==> config.mk <==
export PLATFORM = sky130hd
export DESIGN_NAME = maindec
export DESIGN_NICKNAME = d
export VERILOG_FILES = /design/src/rtl/maindec.sv
export SDC_FILE = /design/constraint.sdc
export NUM_CORES = 1
export LEC_CHECK = 0
export ABC_AREA = 1
export ABC_CLOCK_PERIOD_IN_PS = 1000
export BUFFER_PORTS_ARGS = -buffer_cell sky130_fd_sc_hd__buf_2
export CAP_MARGIN = 10
export CORE_AREA = 2 2 40 42
export DETAILED_ROUTE_END_ITERATION = 16
export DIE_AREA = 0 0 42 44
export GPL_ROUTABILITY_DRIVEN = 0
export GPL_TIMING_DRIVEN = 0
export PLACE_DENSITY = 0.78
export SYNTH_ARGS = -nofsm -noshare
export SYNTH_HDL_FRONTEND = slang
export SYNTH_SLANG_ARGS = --single-unit
==> constraint.sdc <==
create_clock -name clk -period 1 [get_ports clk]
set_input_delay 0.2 -clock clk [delete_from_list [all_inputs] [get_ports clk]]
set_output_delay 0.2 -clock clk [all_outputs]
set_load 0.05 [all_outputs]
==> src/rtl/maindec.sv <==
// Multicycle main-control FSM: sequences fetch, decode and per-opcode execution
// and decodes datapath controls from the registered state (plus memready).
module maindec (
    input  logic       clk,
    input  logic       reset,
    input  logic [5:0] op,
    input  logic       memready,
    output logic       memwrite,
    output logic       lord,
    output logic       irwrite,
    output logic       regdst,
    output logic       memtoreg,
    output logic       regwrite,
    output logic       alusrca,
    output logic       branch,
    output logic       pcwrite,
    output logic [1:0] alusrcb,
    output logic [1:0] pcsrc,
    output logic [1:0] aluop,
    output logic [3:0] state
);

    localparam int unsigned OP_W = 6;

    localparam logic [OP_W-1:0] OP_LW    = 6'b100011;
    localparam logic [OP_W-1:0] OP_SW    = 6'b101011;
    localparam logic [OP_W-1:0] OP_RTYPE = 6'b000000;
    localparam logic [OP_W-1:0] OP_BEQ   = 6'b000100;
    localparam logic [OP_W-1:0] OP_ADDI  = 6'b001000;
    localparam logic [OP_W-1:0] OP_J     = 6'b000010;

    typedef enum logic [3:0] {
        S_FETCH   = 4'd0,
        S_DECODE  = 4'd1,
        S_MEMADR  = 4'd2,
        S_MEMRD   = 4'd3,
        S_MEMWB   = 4'd4,
        S_MEMWR   = 4'd5,
        S_EXECUTE = 4'd6,
        S_ALUWB   = 4'd7,
        S_BRANCH  = 4'd8,
        S_ADDIEX  = 4'd9,
        S_ADDIWB  = 4'd10,
        S_JUMP    = 4'd11
    } state_t;

    state_t     r_state;
    state_t     w_next;

    logic       w_memwrite;
    logic       w_lord;
    logic       w_irwrite;
    logic       w_regdst;
    logic       w_memtoreg;
    logic       w_regwrite;
    logic       w_alusrca;
    logic       w_branch;
    logic       w_pcwrite;
    logic [1:0] w_alusrcb;
    logic [1:0] w_pcsrc;
    logic [1:0] w_aluop;

    // State register; reset drops straight back to FETCH, aborting any instruction.
    always_ff @(posedge clk or negedge reset) begin
        if (!reset) begin
            r_state <= S_FETCH;
        end else begin
            r_state <= w_next;
        end
    end

    // Next-state and control decode; anything not driven in a state stays 0.
    always_comb begin
        w_next     = S_FETCH;
        w_memwrite = 1'b0;
        w_lord     = 1'b0;
        w_irwrite  = 1'b0;
        w_regdst   = 1'b0;
        w_memtoreg = 1'b0;
        w_regwrite = 1'b0;
        w_alusrca  = 1'b0;
        w_branch   = 1'b0;
        w_pcwrite  = 1'b0;
        w_alusrcb  = 2'b00;
        w_pcsrc    = 2'b00;
        w_aluop    = 2'b00;

        case (r_state)
            S_FETCH: begin
                w_alusrcb = 2'b01;
                w_irwrite = memready;
                w_pcwrite = memready;
                w_next    = memready ? S_DECODE : S_FETCH;
            end
            S_DECODE: begin
                w_alusrcb = 2'b11;
                case (op)
                    OP_LW, OP_SW: w_next = S_MEMADR;
                    OP_RTYPE:     w_next = S_EXECUTE;
                    OP_BEQ:       w_next = S_BRANCH;
                    OP_ADDI:      w_next = S_ADDIEX;
                    OP_J:         w_next = S_JUMP;
                    default:      w_next = S_FETCH;
                endcase
            end
            S_MEMADR: begin
                w_alusrca = 1'b1;
                w_alusrcb = 2'b10;
                case (op)
                    OP_LW:   w_next = S_MEMRD;
                    OP_SW:   w_next = S_MEMWR;
                    default: w_next = S_FETCH;
                endcase
            end
            S_MEMRD: begin
                w_lord = 1'b1;
                w_next = memready ? S_MEMWB : S_MEMRD;
            end
            S_MEMWB: begin
                w_memtoreg = 1'b1;
                w_regwrite = 1'b1;
            end
            S_MEMWR: begin
                // Write strobe held for the whole wait so memory sees a stable request.
                w_lord     = 1'b1;
                w_memwrite = 1'b1;
                w_next     = memready ? S_FETCH : S_MEMWR;
            end
            S_EXECUTE: begin
                w_alusrca = 1'b1;
                w_aluop   = 2'b10;
                w_next    = S_ALUWB;
            end
            S_ALUWB: begin
                w_regdst   = 1'b1;
                w_regwrite = 1'b1;
            end
            S_BRANCH: begin
                w_alusrca = 1'b1;
                w_aluop   = 2'b01;
                w_pcsrc   = 2'b01;
                w_branch  = 1'b1;
            end
            S_ADDIEX: begin
                w_alusrca = 1'b1;
                w_alusrcb = 2'b10;
                w_next    = S_ADDIWB;
            end
            S_ADDIWB: begin
                w_regwrite = 1'b1;
            end
            S_JUMP: begin
                w_pcsrc   = 2'b10;
                w_pcwrite = 1'b1;
            end
            default: begin
                w_next = S_FETCH;
            end
        endcase
    end

    // Enables are qualified by reset so nothing writes while reset is held.
    assign memwrite = w_memwrite & reset;
    assign irwrite  = w_irwrite  & reset;
    assign regwrite = w_regwrite & reset;
    assign pcwrite  = w_pcwrite  & reset;
    assign branch   = w_branch   & reset;

    assign lord     = w_lord;
    assign regdst   = w_regdst;
    assign memtoreg = w_memtoreg;
    assign alusrca  = w_alusrca;
    assign alusrcb  = w_alusrcb;
    assign pcsrc    = w_pcsrc;
    assign aluop    = w_aluop;
    assign state    = r_state;

endmodule
[Yosys cells after proc, flatten, opt, wreduce, memory -nomap -nowiden]
Index checks and enable logic that the tools add are counted.
Operators by class
  multiplexer cells: 18
  reduce and logical (&&, ||, !) cells: 7
  equal/unequal tests: 16
  multiply operators: 0
  shifts and indexed selects: 0
  bitwise operators: 5
  add/sub/neg operators: 0
  divide/modulo/power cells: 0
  magnitude comparators: 0
Operator list (number)
  $pmux W4 S7: 1
  $pmux W4 S5: 1
  $eq A4 B3 Y1 const B: 4
  $eq A4 B4 Y1 const B: 4
  $eq A6 B6 Y1 const B: 2
  $mux W1: 9
  $eq A4 B2 Y1 const B: 2
  $pmux W2 S2: 2
  $eq A6 B2 Y1 const B: 1
  $eq A6 B3 Y1 const B: 1
  $eq A6 B4 Y1 const B: 1
  $logic_not A6 Y1: 1
  $mux W3: 2
  $pmux W2 S3: 1
  $pmux W3 S2: 1
  $reduce_or A2 Y1: 3
  $and A1 B1 Y1: 5
  $eq A4 B1 Y1 const B: 1
  $logic_not A4 Y1: 1
  $reduce_or A4 Y1: 1
  $reduce_or A3 Y1: 1
  $pmux W1 S2: 1
Storage, ports and cells
  latch bits: 0
  ROM bits: 0
  bits in writable memories: 0
  memories kept: 0
  output and inout bits: 19
  bits of input ports: 9
  register bits after elaboration: 4

[Longest topological paths before layout]
  depth after elaboration: 4
  mapped depth: 7
  mapped depth without buffers: 7

[Worst setup path after synthesis]
OpenSTA, ideal clock, no wires.
  path kind: reg-to-output
  from: reg r_state[0] (netlist: state[0])
  to: out alusrcb[1]
  slack: -1.174 ns
  cell stages (with the launch flop): 3
  data arrival time: 1.974 ns
  required time: 0.800 ns
  cell sequence: dfrtp_1 nand2_2 o21ai_0
Between the ends
  cells in the longest elaborated chain, start to end: 3
Ends and longest elaborated chain
  start: declaration: RTL line 47  | state_t r_state;
  start signal: assignment: RTL line 68  | r_state <= w_next;
  $eq A4 B2 Y1 or $eq A4 B4 Y1 (tied branches): RTL line 88  | case (r_state)
  $reduce_or A2 Y1 (no source line)
  $pmux W2 S3 (*): RTL line 88
  end: declaration: RTL line 17  | output logic [1:0] alusrcb,
Mark *: on every way between the ends. The rest lies on a longest branch, timed or not.

[Worst setup path after layout]
  from: reg r_state[3] (netlist: state[3])
  to: out alusrca
Between the ends
  cells in the longest elaborated chain, start to end: 3
Ends and longest elaborated chain
  $eq A4 B2 Y1, or another cell as far along: RTL line 88
  $reduce_or A4 Y1 (no source line) (*)
  $mux W1 (*): RTL line 88
  end: declaration: RTL line 14  | output logic alusrca,
Marked as above.

==> flow_summary.yaml <==
grt:
  grt_max_degree: 7
  grt_pass1_vias: 752
  grt_usage_pct: 22.4
  antenna_found_initial: 0
  overflow: 0
  grt_pass1_wl_mm: 3.08
layout:
  final_area_sq_um: 1140
  nets: 153
  nFillCells: 81
  insertedDiodeCount: 0
  multi_input_area_sq_um: 469
  largest_reg_flops: 4
  seqCellArea_sq_um: 108
  drive_above_1_share_pct: 62.7
  areaGrowthSynthToFinish_pct: 123
cts:
  insertion_delay_ps: 240
  path_clk_slew_ps: 40
  cts_tree: "done"
  clock-root-buffer: "clkbuf_4"
  cts.sinks: 4
  cts_buffer_depth: 2
  htreeDepth: 1
  cts_buffers: 3
setup_path:
  worstSetupEndpointType: "output port"
  worst_ep_arrival_time_ps: 1410
  r2r-end: "state[2]"
  crit_path_start_kind: "register"
  reg2regPathDepth: 9
  worstSetupStartpoint: "state[3]"
  r2r_setup_slack_ps: -440
  cp.required_ps: 800
  crit_type: "reg2out"
  reg2reg_from: "state[2]"
  path_max_fanout: 4
sta:
  max_freq_mhz: 620
  fin_setup_tns_ps: -10510
  hold_viol_final: 0
  fin_ws_ps: -613
  min_period_over_period_pct: 161
  skew_ps: 2.33
  slew_headroom_pct: 77.6
  slew_violations: 0
  fin_hold_ws_ps: 268
  setup_violations: 23
  min_period_ps: 1610
  worstMarginPinSlew_ps: 336
  grt_setup_unrepaired: "yes"
floorplanning:
  core_area_sq_um: 1420
  rows: 14
  die_h_microns: 44
  die-area_sq_um: 1850
  die_x_microns: 42
  io_pins: 28
  start_util_pct: 36.0
drt:
  ant_nets: 0
  via_per_inst: 5.20
  wire_per_inst_microns: 13.7
  drc: 0
  routed_wl_mm: 2.16
  drt-pass1-iter-count: 4
  num_vias: 821
  drtIter0Drc: 32
synthesis:
  avgSynthCellArea_sq_um: 5.21
  synthesis.nets: 107
  ys_seq_area_share_pct: 19.6
  synth-seq-cells: 4
  syn_area_sq_um: 510
  synthCells: 98
  synthDistinctLibCells: 13
  yosysWarnings: 0
flow_run:
  drv_cap: 0
placed_design:
  port_buffers: 27
  dp_hpwl_mm: 1.26
  dpl-instance-area_sq_um: 781
min_path:
  min_from: "op[2]"
  hold_end: "state[3]"
  hold-path-cell-count: 3
  hold_class: "in2reg"
run_status:
  violations: "setup timing"
  outcome: "complete, but fails checks"
pwr:
  p_per_area_nw_per_um2: 815
  power_leakage_nw: 0.569
  vdd.ir_drop.worst_uv: 691
==> cell usage in the layout (no fill, tap or decap), types with 2 or more instances in the layout <==
master,n
inv_2,8
nand2_1,14
clkbuf_4,3
buf_12,2
nand2_4,5
nand2_2,6
buf_2,8
dfrtp_2,3
buf_8,6
nand3_1,9
buf_4,11
nor2_4,12
nand4_1,2
clkinvlp_4,5
inv_1,9
nor2_1,17
buf_6,13
==> worst max-delay path, cell delays in order, from the launching register on <==
cell and delay [ps]:
dfrtp_2 440, inv_2 80, nor2_4 170, inv_2 70, nor2_4 100, inv_2 60
nand4_1 80, buf_6 170
==> metrics by stage <==
step / power (mW) / std cells / setup slack, ps / utilization (%)
4_1_cts: 0.868 / 153 / -606 / 75.0
5_1_grt: 0.958 / 158 / -655 / 80.1
2_1_floorplan: 0.465 / 98 / -797 / -
6_report: 0.926 / 158 / -613 / 80.1
3_3_place_gp: 0.539 / 141 / -488 / 55.0
3_5_place_dp: 0.546 / 141 / -510 / 55.0
==> cell type report <==
type	count	share of cell area, %
multi-input cells	71	41.3
repair buffers	41	36.0
flip-flops and latches	4	9.47
inverters	23	9.47
clock buffers	3	1.98
well taps	16	1.76
==> kinds of logic after synthesis <==
logic type / after synthesis / share of synthesized area (%)
and+or+nand+nor: 69 / 61.5
buffers and inverters: 23 / 16.9
DFF: 4 / 19.6
AOI/OAI and AO/OA: 2 / 1.96
==> power breakdown <==
part | switching, mW | leakage (nW) | internal (mW)
registers | 0.0275 | 0.0477 | 0.174
clock network | 0.0716 | 0.0138 | 0.135
logic | 0.309 | 0.508 | 0.209
==> per-layer routing <==
metal | vias up | GRT usage, % | routed length [microns]
met3 | 11 | 2.92 | 90
met1 | 385 | 22.3 | 820
li1 | 385 | - | -
met4 | 0 | 18.1 | 92
met2 | 40 | 41.6 | 1160
met5 | - | 0 | 0
==> repair_timing <==
item                                    CTS  global route
hold buffers                              1             0
hold endpoints to repair                  4             0
gates resized for setup                  55             9
endpoints found under the setup margin   23            23
cloned                                    0             0
buffers inserted                          8             5
pin swaps                                14             7
==> worst max-delay path by stage <==
| stage | to | slack [ps] |
|---|---|---|
| 2_1_floorplan | alusrca | -800 |
| 3_3_place_gp | pcwrite | -490 |
| 3_5_place_dp | pcwrite | -510 |
| 4_1_cts | pcwrite | -610 |
| 5_1_grt | regwrite | -660 |
| 6_report | alusrca | -610 |
==> synthesized netlist by cell type <==
library cell	count	area share [%]
nor2_4	2	4.4
nand4_1	2	2.5
nand3_1	11	11
nand2_2	2	2.5
nand3b_1	1	1.5
dfrtp_1	4	20
inv_1	18	13
o21ai_0	1	0.98
inv_2	5	3.7
nand2_1	23	17
a21oi_1	1	0.98
nor2_2	5	6.1
nor2_1	23	17
No activity file was read; power rests on OpenSTA's default activity.
